**config.mk**
```make
export PLATFORM = sky130hd
export DESIGN_NAME = digitaler_filter
export DESIGN_NICKNAME = d
export VERILOG_FILES = /design/src/rtl/digitaler_filter.sv
export SDC_FILE = /design/constraint.sdc
export NUM_CORES = 1
export LEC_CHECK = 0
export CORE_MARGIN = 2
export CORE_UTILIZATION = 55
export DETAILED_ROUTE_END_ITERATION = 10
export PLACE_DENSITY = 0.9
export SLEW_MARGIN = 10
export SYNTH_ARGS = -nofsm -noshare
export SYNTH_HDL_FRONTEND = slang
export SYNTH_SLANG_ARGS = --single-unit
```
**constraint.sdc**
```tcl
create_clock -name clk -period 7.95 [get_ports clk]
set_input_delay 1.59 -clock clk [delete_from_list [all_inputs] [get_ports clk]]
set_output_delay 1.59 -clock clk [all_outputs]
set_load 0.02 [all_outputs]
```
**src/rtl/digitaler_filter.sv**
```systemverilog
// digitaler_filter: 4-tap FIR filter for a Tiny-Tapeout style user block.
// After reset the coefficients are loaded serially from uio_in, one per clock.
// After loading, the block filters ui_in continuously into the registered uo_out.
// Optional build macro: FIR_SATURATE_EN selects how the output is narrowed.
// When it is defined, the output clamps to all-ones. When it is undefined, the
// output wraps around.
// Reset is synchronous and active-HIGH on rst_n. The name is kept for pad
// compatibility.
module digitaler_filter #(
    parameter int NTAPS     = 4,
    parameter int DW        = 8,
    parameter int OUT_SHIFT = 0
) (
    input  logic          clk,
    input  logic          rst_n,
    input  logic          ena,
    input  logic [DW-1:0] ui_in,
    output logic [DW-1:0] uo_out,
    input  logic [DW-1:0] uio_in,
    output logic [7:0]    uio_out,
    output logic [7:0]    uio_oe
);

    localparam int AW = 2 * DW + $clog2(NTAPS);
    localparam int CW = $clog2(NTAPS);

    typedef enum logic {
        LOAD,
        RUN
    } state_t;

    state_t        state;
    state_t        state_next;
    logic [CW-1:0] cnt;
    logic [DW-1:0] h [NTAPS];
    logic [DW-1:0] d [NTAPS-1];
    logic [AW-1:0] acc;
    logic [DW-1:0] y_next;
    logic          load_last;
    logic          unused_ena;

    // ena is part of the pad frame but plays no role in the filter.
    assign unused_ena = ena;

    // All uio pins are inputs.
    assign uio_out = '0;
    assign uio_oe  = '0;

    assign load_last = (cnt == CW'(NTAPS - 1));

    // State register: back to LOAD on reset.
    always_ff @(posedge clk) begin
        // NOTE: sequential state uses non-blocking assignments so every register samples pre-edge values.
        if (rst_n) begin
            state <= LOAD;
        end else begin
            state <= state_next;
        end
    end

    // Next-state logic: leave LOAD on the edge that writes the last coefficient.
    always_comb begin
        // NOTE: default assigned first so no branch leaves state_next unassigned (no inferred latch).
        state_next = state;
        case (state)
            LOAD:    if (load_last) state_next = RUN;
            RUN:     state_next = RUN;
            default: state_next = LOAD;
        endcase
    end

    // Coefficient loader: in LOAD, write h[cnt] from uio_in and advance cnt.
    always_ff @(posedge clk) begin
        if (rst_n) begin
            cnt <= '0;
            // NOTE: coefficients live in flops, not RAM, and must be cleared so a reset discards the old set.
            for (int k = 0; k < NTAPS; k++) begin
                h[k] <= '0;
            end
        end else if (state == LOAD) begin
            h[cnt] <= uio_in;
            cnt    <= cnt + 1'b1;
        end
    end

    // Multiply-accumulate over the current sample and the delay line.
    always_comb begin
        acc = AW'(h[0]) * AW'(ui_in);
        for (int k = 1; k < NTAPS; k++) begin
            acc = acc + AW'(h[k]) * AW'(d[k-1]);
        end
    end

    // Output narrowing: clamp or wrap the shifted accumulator.
`ifdef FIR_SATURATE_EN
    logic [AW-1:0] acc_sh;
    always_comb begin
        acc_sh = acc >> OUT_SHIFT;
        y_next = (|acc_sh[AW-1:DW]) ? {DW{1'b1}} : acc_sh[DW-1:0];
    end
`else
    always_comb begin
        y_next = DW'(acc >> OUT_SHIFT);
    end
`endif

    // In RUN: register the output and shift the delay line. In LOAD both hold at zero.
    always_ff @(posedge clk) begin
        if (rst_n) begin
            uo_out <= '0;
            for (int k = 0; k < NTAPS - 1; k++) begin
                d[k] <= '0;
            end
        end else if (state == RUN) begin
            uo_out <= y_next;
            d[0]   <= ui_in;
            for (int k = 1; k < NTAPS - 1; k++) begin
                d[k] <= d[k-1];
            end
        end
    end

endmodule

```
==> results of run 1 <==
## layer usage
| layer | routed length, um | part of all wire | global-route usage | vias up |
|---|---|---|---|---|
| met2 | 7750 | 0.52 | 0.445 | 168 |
| met4 | 698 | 0.046 | 0.130 | 0 |
| met3 | 841 | 0.056 | 0.0430 | 51 |
| li1 | - | - | - | 1990 |
| met1 | 5740 | 0.38 | 0.301 | 2167 |
| met5 | 0 | 0 | 0 | - |
## worst paths after layout
kind                to  cells after the start  startpoint  slack, ns
max          uo_out[7]                     21    ui_in[2]       0.28
min reg2reg  uo_out[5]                      2   uo_out[5]       0.49
max reg2reg  uo_out[7]                     20    d[0][16]       1.06
min          uo_out[5]                      2   uo_out[5]       0.49
## final cells by class
type	count	area [sq um]
multi-input combinational	449	4190
fill	879	4570
inverter	114	428
timing repair buffer	34	303
tap	147	184
sequential	67	1900
clock buffer	10	229
clock inverter	6	56.3
## flip-flops by register name (all words and copies together), names as in the netlist
| register | count |
|---|---|
| d | 24 |
| h | 32 |
| uo_out | 8 |
| state | 1 |
| cnt | 2 |
## kinds of logic (layout without fill, tap and decap cells)
family	count (synthesis)	count (layout)	synth area share
AND/OR/NAND/NOR	220	220	0.177
buffers and inverters	137	164	0.0869
adder cells (fa/ha/maj)	136	136	0.339
flip-flops	67	67	0.288
XOR/XNOR	63	63	0.0888
AO/OA/AOI/OAI	7	7	0.00815
multiplexers	7	7	0.0106
other	1	16	0.000568
## where the power goes
group          total (mW)  leakage (nW)  internal [mW]  switching (mW)
clock               0.379         0.141          0.240           0.140
sequential          0.489         0.673          0.429          0.0593
combinational        1.80          2.51          0.903           0.893
## layout by cell type, fill, tap and decap left out, types with 4 or more instances in the layout
master	instances
and2_1	125
and2_2	4
buf_4	9
clkbuf_16	9
clkdlybuf4s50_1	22
conb_1	16
dfxtp_1	11
edfxtp_1	56
fa_1	72
ha_1	64
inv_1	114
mux2i_1	7
nand2_1	70
nor2_1	14
xnor2_1	49
xor2_1	11
## critical path, stage by stage
cell and delay, ns:
clkbuf_2 0.12, and2_1 0.19, fa_1 0.54, inv_1 0.06, fa_1 0.51, fa_1 0.46
fa_1 0.54, fa_1 0.53, inv_1 0.06, fa_1 0.51, fa_1 0.51, inv_1 0.06
fa_1 0.52, inv_1 0.04, ha_1 0.30, a21o_1 0.19, a21oi_1 0.18, xnor2_1 0.14
xnor3_1 0.42, xnor3_1 0.22, a211oi_2 0.21
## repair_timing
item	4_1_cts	5_1_grt
setup endpoints to repair	1	1
gates resized for setup	3	6
pin swaps	0	0
==> metrics.yaml, run 1 <==
outcome: "completed"
finalPower_mw: 2.66
maxSlewViolCount: 0
cts.reportedPaths.clkPinSlew_ns: 0.05
yosys_most_used_dff: "edfxtp_1"
cts-hold-fix-buffers: 0
via_per_inst: 5.29
fmax_mhz: 130
place_congestion: 0.965
dieHeight_um: 114
hpwl_um: 11900
max_slew_margin: 0.302
cp.required_ns: 8.20
cts_tree: "done"
routed_wirelength_um: 15000
placed_cells: 811
antenna_found_initial: 0
io_pins: 43
postSynthAreaPerCell_sq_um: 10.4
hold_path.class: "register to register"
initial_core_util: 0.557
cap_violations: 0
cp-end-kind: "register"
synth.area.top_cells: "edfxtp_1, fa_1, ha_1, and2_1, xnor2_1"
ant_nets: 0
coreArea_sq_mm: 0.0119
via_count: 4376
critPathKind: "input port to register"
grt_max_degree: 28
cts_made_buffers: 9
synth-edff-count: 56
grt_overflow: 0
synth.most_common_cell: "and2_1"
final_cell_count_no_fill: 827
hold_slack_ns: 0.492
die-area_sq_mm: 0.0129
min_period_ns: 7.67
grt_pass1_wl_um: 24600
final_layout_size_suffix_gt1_frac: 0.0529
yosys.area.top_type: "edfxtp_1"
pre_cts_ws_ns: -0.511
grt_pass1_vias: 4835
synthTopCellsByCount: "and2_1, inv_1, fa_1, nand2_1, ha_1"
leakage_nw: 3.32
rows: 40
powerDensity_mw_per_mm2: 366
crit_fanout: 4
routedWlPerCell_um: 18.2
worst_slew_pin_slew_ns: 1.05
grt_usage: 0.254
cts_sinks: 67
setup_tns_ns: 0
syn_to_final_growth_pct: 10.3
yosysWarnings: 0
post-cts-setup-buffer-count: 0
hold_violations: 0
finClkSkew_ns: 0.00479
cts_max_level: 3
vdd_drop_max_uv: 311
synth_async_sr_flop_share: 0
antennaDiodeCount: 0
clockBufferDepth: 2
fin_crit_sh: 0.964
dr.pass1.iters: 4
final_area_sq_mm: 0.00729
rsz0062_at_grt: "no"
io_buffers: 25
fin_util: 0.614
syn_inst: 638
ys_types: 27
clock-root-buffer: "clkbuf_16"
drtIter0Drc: 334
synth_seq_cells: 67
critPathArrivalTime_ns: 7.91
die_w_um: 114
yosysSeqAreaShare: 0.288
synth_area_sq_mm: 0.00661
yosys.area.top_type_share: 0.255
drc: 0
start_kind: "input port"
clkLatencyLatePin_ns: 0.33
nets: 830
dpl-instance-area_sq_mm: 0.00702
setup_viol: 0
setup_ws_ns: 0.283
Note: power is estimated with default switching activity, not from simulation.
==> inputs of run 2 (changes only) <==
--- a/config.mk
+++ b/config.mk
@@ -9,7 +9,6 @@
 export CORE_UTILIZATION = 55
 export DETAILED_ROUTE_END_ITERATION = 10
 export PLACE_DENSITY = 0.9
-export SLEW_MARGIN = 10
 export SYNTH_ARGS = -nofsm -noshare
 export SYNTH_HDL_FRONTEND = slang
 export SYNTH_SLANG_ARGS = --single-unit
==> results of run 2 <==
Final layout, timing and power as in run 1 (identical DEF).
